[src/rtl/mem_copy_engine.sv]
// Word-by-word memory copy engine: one read cycle and one write cycle per word, ascending order.
// Define COPY_CHECKSUM_EN to enable the running checksum of copied words; otherwise checksum is 0.
module mem_copy_engine #(
    parameter int LEN_W = 11
) (
    input  logic             clk,
    input  logic             rst_n,
    input  logic             start,
    input  logic [31:0]      src_addr,
    input  logic [31:0]      dst_addr,
    input  logic [LEN_W-1:0] length,
    output logic             busy,
    output logic             done,
    output logic [31:0]      checksum,
    output logic [31:0]      mem_addr,
    output logic             mem_read,
    output logic             mem_write_enable,
    output logic [31:0]      mem_write_data,
    input  logic [31:0]      mem_read_data
);

    typedef enum logic [1:0] {
        IDLE   = 2'd0,
        READ   = 2'd1,
        WRITE  = 2'd2,
        FINISH = 2'd3
    } state_t;

    state_t           state_q, state_d;
    logic [31:0]      src_q, src_d;
    logic [31:0]      dst_q, dst_d;
    logic [31:0]      buf_q, buf_d;
    logic [LEN_W-1:0] len_q, len_d;
    logic [LEN_W-1:0] idx_q, idx_d;
    logic [LEN_W-1:0] idx_inc_s;
    logic             busy_q, busy_d;
    logic             done_q, done_d;
    logic             accept_s;
    logic             last_word_s;
    logic             write_s;

    assign idx_inc_s   = idx_q + {{(LEN_W-1){1'b0}}, 1'b1};
    assign last_word_s = (idx_inc_s == len_q);
    assign accept_s    = (state_q == IDLE) && start;

    // State register
    always_ff @(posedge clk) begin
        if (!rst_n) begin
            state_q <= IDLE;
        end else begin
            state_q <= state_d;
        end
    end

    // Next-state logic
    always_comb begin
        state_d = state_q;
        case (state_q)
            IDLE: begin
                if (start) begin
                    if (length != {LEN_W{1'b0}}) begin
                        state_d = READ;
                    end else begin
                        state_d = FINISH;
                    end
                end else begin
                    state_d = IDLE;
                end
            end
            READ:   state_d = WRITE;
            WRITE: begin
                if (last_word_s) begin
                    state_d = FINISH;
                end else begin
                    state_d = READ;
                end
            end
            FINISH: state_d = IDLE;
            default: state_d = IDLE;
        endcase
    end

    // Memory-side outputs decoded from the current state
    always_comb begin
        mem_addr       = 32'h0000_0000;
        mem_read       = 1'b0;
        write_s        = 1'b0;
        mem_write_data = 32'h0000_0000;
        case (state_q)
            READ: begin
                mem_addr = src_q + 32'(idx_q);
                mem_read = 1'b1;
            end
            WRITE: begin
                mem_addr       = dst_q + 32'(idx_q);
                write_s        = 1'b1;
                mem_write_data = buf_q;
            end
            default: begin
                mem_addr = 32'h0000_0000;
            end
        endcase
    end

    // Reset must block a write even in the middle of a WRITE cycle
    assign mem_write_enable = write_s & rst_n;

    // Datapath next-state: latch request, capture read data, advance word index
    always_comb begin
        src_d = src_q;
        dst_d = dst_q;
        len_d = len_q;
        idx_d = idx_q;
        buf_d = buf_q;
        if (accept_s) begin
            src_d = src_addr;
            dst_d = dst_addr;
            len_d = length;
            idx_d = {LEN_W{1'b0}};
        end else if (state_q == READ) begin
            buf_d = mem_read_data;
        end else if (state_q == WRITE) begin
            idx_d = idx_inc_s;
        end else begin
            idx_d = idx_q;
        end
    end

    // Status outputs are registered from the next state
    always_comb begin
        busy_d = (state_d == READ) || (state_d == WRITE);
        done_d = (state_d == FINISH);
    end

    // Datapath and status registers
    always_ff @(posedge clk) begin
        if (!rst_n) begin
            src_q  <= 32'h0000_0000;
            dst_q  <= 32'h0000_0000;
            len_q  <= {LEN_W{1'b0}};
            idx_q  <= {LEN_W{1'b0}};
            buf_q  <= 32'h0000_0000;
            busy_q <= 1'b0;
            done_q <= 1'b0;
        end else begin
            src_q  <= src_d;
            dst_q  <= dst_d;
            len_q  <= len_d;
            idx_q  <= idx_d;
            buf_q  <= buf_d;
            busy_q <= busy_d;
            done_q <= done_d;
        end
    end

    assign busy = busy_q;
    assign done = done_q;

`ifdef COPY_CHECKSUM_EN
    logic [31:0] sum_q, sum_d;

    // Checksum restarts on each accepted request and accumulates every captured word
    always_comb begin
        sum_d = sum_q;
        if (accept_s) begin
            sum_d = 32'h0000_0000;
        end else if (state_q == READ) begin
            sum_d = sum_q + mem_read_data;
        end else begin
            sum_d = sum_q;
        end
    end

    // Checksum register
    always_ff @(posedge clk) begin
        if (!rst_n) begin
            sum_q <= 32'h0000_0000;
        end else begin
            sum_q <= sum_d;
        end
    end

    assign checksum = sum_q;
`else
    assign checksum = 32'h0000_0000;
`endif

endmodule

[config.mk]
export PLATFORM = sky130hd
export DESIGN_NAME = mem_copy_engine
export DESIGN_NICKNAME = d
export VERILOG_FILES = /design/src/rtl/mem_copy_engine.sv
export SDC_FILE = /design/constraint.sdc
export NUM_CORES = 1
export LEC_CHECK = 0
export ABC_AREA = 0
export CORE_UTILIZATION = 39
export CTS_CLUSTER_SIZE = 8
export DETAILED_ROUTE_END_ITERATION = 7
export PLACE_DENSITY = 0.81
export SETUP_SLACK_MARGIN = 0.02
export SYNTH_ARGS = -nofsm -noshare
export SYNTH_HDL_FRONTEND = slang
export SYNTH_SLANG_ARGS = --single-unit
[constraint.sdc]
create_clock -name clk -period 3.2 [get_ports clk]
set_input_delay 0.32 -clock clk [delete_from_list [all_inputs] [get_ports clk]]
set_output_delay 0.32 -clock clk [all_outputs]
set_load 0.005 [all_outputs]
==> results of run 1 <==
## layout make-up
| cell class | instances | area, µm² | area share [%] |
|---|---|---|---|
| inverters | 9 | 37.5 | 0.359 |
| multi-input cells | 734 | 4630 | 44.2 |
| flip-flops and latches | 122 | 2440 | 23.3 |
| clock buffers | 19 | 453 | 4.33 |
| repair buffers | 271 | 2480 | 23.7 |
| well taps | 225 | 282 | 2.69 |
| diodes | 1 | 2.50 | 0.0239 |
| clock inverters | 13 | 144 | 1.37 |
## routing by layer
layer	vias to the layer above	track usage, %	routed length, µm	share of wire (%)
met1	3462	28.8	9490	41
li1	3533	-	-	-
met2	372	39.4	11200	48
met5	-	0	0	0
met3	53	7.07	1960	8.4
met4	0	8.11	660	2.8
## power by group through the flow
stage / registers [mW] / logic (mW) / clock network (mW)
after floorplan: 1.66 / 0.312 / 0
after global placement: 1.68 / 0.515 / 0
after detailed placement: 1.68 / 0.525 / 0
after CTS: 1.65 / 0.543 / 1.97
after global routing: 1.66 / 0.619 / 2.03
final: 1.65 / 0.565 / 1.94
## critical path, cell delays in order (launching register included)
cell and delay, ns:
dfxtp_2 0.32, inv_2 0.07, ha_4 0.17, buf_12 0.13
mux2_4 0.33, ha_4 0.30, and3_4 0.18, a221o_1 0.31
nand4_1 0.16, buf_6 0.18, a211oi_2 0.21, mux2i_1 0.35
buf_2 0.18
## sequential cells by signal, summed over array words and instances (netlist names)
register / cells
done: 1
idx_q: 11
buf_q: 32
busy: 1
dst_q: 32
state_q: 2
src_q: 32
len_q: 11
## layout by cell type (no fill, tap or decap), types with 4 or more instances in the layout
cell type and count:
a21o_1 8, a21oi_1 114, a21oi_2 9, a21oi_4 7, a22oi_1 5, and2_1 41
buf_12 4, buf_2 26, buf_4 67, buf_6 23, clkbuf_16 17, clkdlybuf4s50_1 148
clkinvlp_4 4, conb_1 32, dfxtp_1 121, ha_1 7, ha_4 12, inv_1 6
mux2_2 16, mux2_4 9, mux2i_1 25, nand2_1 262, nand2b_1 8, nand3_1 22
nand3b_1 5, nand4_1 13, nand4b_1 5, nor2_1 24, o211ai_1 4, o21ai_0 6
or2_2 15, xnor2_1 11, xor2_1 12
## logic make-up after synthesis
logic type,count (synthesis),share of synthesized area [%]
AOI/OAI and AO/OA,184,15.4
xor gates and xnor gates,24,3.01
adders and majority gates,20,3.69
buffers and inverters,98,7.33
DFF,122,35.0
muxes,52,7.91
other,1,0.0538
and+or+nand+nor,422,27.5
## worst paths after layout
path | startpoint | endpoint | slack [ns] | depth (start not counted)
worst min-delay path | mem_read_data[12] | buf_q[12] | 0.44 | 3
worst min register to register | buf_q[14] | buf_q[14] | 0.45 | 2
worst max-delay path | state_q[0] | mem_addr[31] | -0.43 | 12
worst max register to register | idx_q[1] | busy | 0.56 | 8
## timing repair
action                     in CTS  in global routing
pin swaps                      22                 24
hold buffers                    0                  0
gates resized for setup       161                 44
cloned                          1                  0
setup endpoints to repair      30                 28
setup buffers                  24                 15
## through the flow
stage	worst slack, ns	setup TNS, ns	hold slack (ns)	power (mW)
6_report	-0.432	-6.81	0.439	4.16
5_1_grt	-0.489	-8.73	0.441	4.31
4_1_cts	-0.317	-4.62	0.428	4.16
3_5_place_dp	-0.342	-5.40	0.442	2.21
3_3_place_gp	-0.290	-4.20	0.437	2.19
2_1_floorplan	0.00773	0	0.432	1.98
==> metrics.md, run 1 <==
| Metric | Value |
|---|---|
| Port Buffers | 177 |
| PD cells | 397 nW/µm² |
| Filler Cell Count | 1430 |
| Max cap viols | 0 |
| Placement row count | 48 |
| Post-layout nets | about 1300 |
| Synth Flop Type | dfxtp_1 |
| Number of synthesized flops with an enable pin | 0 |
| Final instance area | 10500 µm² |
| Via count | 7420 |
| Clock group share of total power | 46.6% |
| Remaining global-route overflow | 0 |
| Drt first pass iters | 7 |
| Vias in the first global route | 6901 |
| VDD IR max | 366 µV |
| ANT nets after route | 0 |
| Failing checks | negative setup slack |
| Final WS setup | -0.432 ns |
| Maximum buffer depth of the clock tree | 2 |
| #FFs+latches synth | 122 |
| Sw Ratio | 26.2% |
| DR WL/cell | 16.7 µm |
| Yosys top cell area share | 35.0% |
| Starting Density | 40.2% |
| Minimum clock period after layout | 3.63 ns |
| Root buf cell | clkbuf_16 |
| Routed WL | 23300 µm |
| Post-detail-place hpwl | 14400 µm |
| Top cell type by total area after synthesis | dfxtp_1 |
| Max Freq | 275 MHz |
| Max Fanout on Critical Path | 8 |
| Yosys warns | 0 |
| Gate count after technology mapping | 923 |
| Total CTS buffers | 17 |
| Flop pwr share | between 30% and 40% |
| Clk sinks | 122 |
| WP data required | around 2.9 ns |
| Final Hold Vio Count | 0 |
| Worst slew margin | 21.2% |
| Top-count cell post-synth | nand2_1 |
| Final Cycle Share | 113% |
| Worst EP arrival | 3.31 ns |
| Placed Cells | 1323 |
| Via/cell ratio | 5.32 |
| Gate power share | 13.6% |
| Wire length of the first global-routing pass | 34300 µm |
| DRC Markers | 0 |
| Post-route insts no fill | 1394 |
| Clk_lat worst skew | 0.42 ns |
| Sequential share of the synthesized area | roughly a third |
| Worst-path clk slew | 0.06 ns |
| CTS tree | done |
| # setup viols final | 25 |
| Initial antenna violation count | 0 |
| Post-synthesis cell area | ~7000 µm² |
| Ratio of cells with drive above 1 in the final layout | approximately 22% |
| Routability Congestion | ~0.87 |
| Worst hold path class | input pin to register |
| CP Launch Type | register |
| Total Routing Usage GR | 23.7% |
| Core Region | 17400 µm² |
| Pin count of the biggest net entering global routing | 110 |
| Die area | roughly 18000 µm² |
| Area Overhead vs Synth | 50.0% |
| Post-synth ARST share | 0% |
| Psw | roughly 1.1 mW |
| Internal power | 3.07 mW |
| DR iter-0 viols | 602 |
| Die X | ~140 µm |
| Slew Limit Fails | 0 |
| Setup Skew | roughly 0.0094 ns |
| Die height | 136 µm |
| Crit Path Category | register to primary output |
| Unique masters post-synth | between 50 and 60 |
| Io pins | 210 |
| Area after DPL | 9230 µm² |
| Core Util, Final | 60.3% |
| Most instantiated cells after synthesis | nand2_1, a21oi_1, dfxtp_1 |
| Htree depth | 4 |
| Slew at the pin closest to its max-slew limit | 1.18 ns |
| Status | finished, violations left |
| Synth area leaders | dfxtp_1, nand2_1, a21oi_1 |
| Crit. End Element | primary output |
| P_leak | 3.94 nW |
| Syn avg cell area | 7.56 µm² |
| RSZ-0062 raised after global routing | true |
No activity file was read; power rests on OpenSTA's default activity.
==> run 2: changes to the inputs <==
==> constraint.sdc (replaced) <==
create_clock -name clk -period 3.2 [get_ports clk]
set_input_delay 0.64 -clock clk [delete_from_list [all_inputs] [get_ports clk]]
set_output_delay 0.64 -clock clk [all_outputs]
set_load 0.005 [all_outputs]
==> run 2 against run 1 <==
Effect of this change: the flow still finishes with violations (negative setup slack); via count shrank 1.9%; combinational power fell by 0.9%; largest cell class unchanged; worst setup slack worse by 0.26 ns; core utilization shrank 0.92 points; clock power down 5%; sequential power about the same; clock skew is 0.0026 ns higher; cell count decreased by 0.79%; critical endpoint unchanged; global-route usage up 0.17 points; critical path depth stayed put; non-clock buffer count fell by 10; count of clock-buffer cells in the layout decreased by 2.
==> metrics.md, run 2 (synthesis gave the netlist of run 1 again) <==
| Metric | Value |
|---|---|
| Via count | 7280 (-1.9%) |
| Post-detail-place hpwl | 14900 µm (+3.9%) |
| Final Cycle Share | 121% (+8.0 points) |
| CTS tree | done |
| Final WS setup | -0.687 ns (-0.256 ns) |
| Post-route insts no fill | 1383 (-0.79%) |
| Final instance area | 10300 µm² (-1.5%) |
| Total CTS buffers | 17 (unchanged) |
| Die height | 136 µm (unchanged) |
| CP Launch Type | register |
| Routed WL | 22400 µm (-3.8%) |
| Crit-path most repeated cell | ha_4 |
| Drt first pass iters | 5 (-2) |
| Routability Congestion | 0.858 (-1.4%) |
| Placed Cells | 1329 (+0.45%) |
| Antenna cell count | 0 (-1) |
| Failing checks | negative setup slack |
| Slew Limit Fails | 0 (unchanged) |
| Io pins | 210 (unchanged) |
| DR WL/cell | 16.2 µm (-3.1%) |
| Clk_lat worst skew | 0.43 ns (about the same) |
| Pre-CTS WS | -0.509 ns (-0.167 ns) |
| Pin count of the biggest net entering global routing | 110 (unchanged) |
| Maximum buffer depth of the clock tree | 2 (unchanged) |
| Area after DPL | 9340 µm² (+1.3%) |
| Vias in the first global route | 6882 (-0.28%) |
| Final hold slack | 0.450 ns (+0.0115 ns) |
| Worst slew margin | 22.7% (+1.5 points) |
| Htree depth | 4 (unchanged) |
| Area Overhead vs Synth | 47.8% |
| Die X | 136 µm (unchanged) |
| WP data required | 2.56 ns (-0.32 ns) |
| Max cap viols | 0 (unchanged) |
| Top flop regs | buf_q x32, dst_q x32, src_q x32 |
| Crit. End Element | primary output |
| Worst path max stage delay | 0.34 ns (about the same) |
| Core Region | 17400 µm² (unchanged) |
| Worst EP arrival | 3.25 ns (-0.06 ns) |
| # setup viols final | 29 (+16%) |
| Commonest non-fill, non-tap cell in the layout | nand2_1 |
| Worst R2R Setup Slack | 0.50 ns (-0.06 ns) |
| DR iter-0 viols | 514 (-15%) |
| PD cells | 394 nW/µm² (-0.73%) |
| Crit Path Category | register to primary output |
| Worst Setup SP | state_q[0] |
| Largest delay share family, worst path | multiplexers |
| Hold_sp | buf_q[24] |
| P_leak | 3.88 nW (-1.5%) |
| Port Buffers | 177 (unchanged) |
| ANT nets after route | 0 (unchanged) |
| CP Cell Sequence | inv_2 > ha_4 > buf_12 > mux2_4 > ha_4 > and3_4 > a221o_1 > nand4_1 > buf_4 > a211oi_4 > mux2i_2 > buf_2 |
| Remaining global-route overflow | 0 (unchanged) |
| DRC Markers | 0 (unchanged) |
| Ratio of cells with drive above 1 in the final layout | 21.4% (-0.59 points) |
| Worst flop-to-flop path startpoint | state_q[0] |
| Via/cell ratio | 5.26 (-1.1%) |
| Total Routing Usage GR | 23.8% (+0.17 points) |
| Setup Skew | 0.0120 ns (+0.00261 ns) |
| Final Hold Vio Count | 0 (unchanged) |
| Bufs and invs on worst path | 4 (unchanged) |
| Starting Density | 40.2% (unchanged) |
| Placement row count | 48 (unchanged) |
| Status | finished, violations left |
| Wire length of the first global-routing pass | 34000 µm (-0.73%) |
| Clk sinks | 122 (unchanged) |
| RSZ-0062 raised after global routing | true |
| Max Fanout on Critical Path | 7 (-1) |
| Initial antenna violation count | 0 (unchanged) |
| Post-layout nets | 1275 (-0.78%) |
| Worst-path clk slew | 0.06 ns (about the same) |
| Minimum clock period after layout | 3.89 ns (+0.256 ns) |
| VDD IR max | 445 µV (+22%) |
| Slew at the pin closest to its max-slew limit | 1.16 ns (-0.0225 ns) |
| Worst hold path class | register to register |
| Max Freq | 257 MHz (-6.6%) |
| Die area | 18400 µm² (unchanged) |
| Commonest cells after routing, fill and taps aside | nand2_1, clkdlybuf4s50_1, dfxtp_1 |
| Hold_buf cts | 0 (unchanged) |
| Slowest cell on the critical path | dfxtp_2 |
| Root buf cell | clkbuf_16 |
| Setup Total Neg Slack | -15.20 ns (-8.40 ns) |
==> run 2: what timing repair did <==
action / 4_1_cts / 5_1_grt
pin swaps: 30 / 33
hold endpoints to repair: 0 / 0
buffers inserted: 15 / 8
setup endpoints to repair: 64 / 65
resized for setup: 157 / 39
cloned: 1 / 0
==> run 2: path summary, 6_finish.rpt <==
check,to,cells past startpoint
setup / recovery,mem_addr[31],12
hold / removal,buf_q[24],2
setup reg to reg,busy,11
hold reg to reg,buf_q[24],2
==> run 2: per-stage QoR <==
step | utilization, % | total power, mW
2_1_floorplan | - | 1.99
3_5_place_dp | 53.8 | 2.22
3_3_place_gp | 53.8 | 2.20
6_report | 59.4 | 4.06
5_1_grt | 59.4 | 4.22
4_1_cts | 58.3 | 4.06
==> run 2: report_power, final <==
group	total (mW)	switching, mW	internal [mW]
logic	0.560	0.281	0.279
clock network	1.85	0.774	1.08
registers	1.65	0.0555	1.60
total	4.06	1.11	2.95
==> run 2: final cells by class <==
| class | count | area, µm² |
|---|---|---|
| inverters | 9 | 35.0 |
| multi-input cells | 734 | 4640 |
| clock buffers | 17 | 425 |
| flip-flops and latches | 122 | 2440 |
| clock inverters | 15 | 138 |
| fillers | 1530 | 7050 |
| repair buffers | 261 | 2340 |
| well taps | 225 | 282 |
==> run 2: tightest hold or removal path: stages, from the launching register on <==
cell and delay [ns]:
dfxtp_1 0.30, nand2_1 0.05, a21oi_1 0.05
==> run 2: layer usage <==
metal  GRT usage [%]  share of wire [%]  vias up
met5               0                  0        -
met4            8.49                2.3        0
met3            7.48                7.8       48
met2            38.6                 47      287
met1            29.6                 42     3434
li1                -                  -     3511
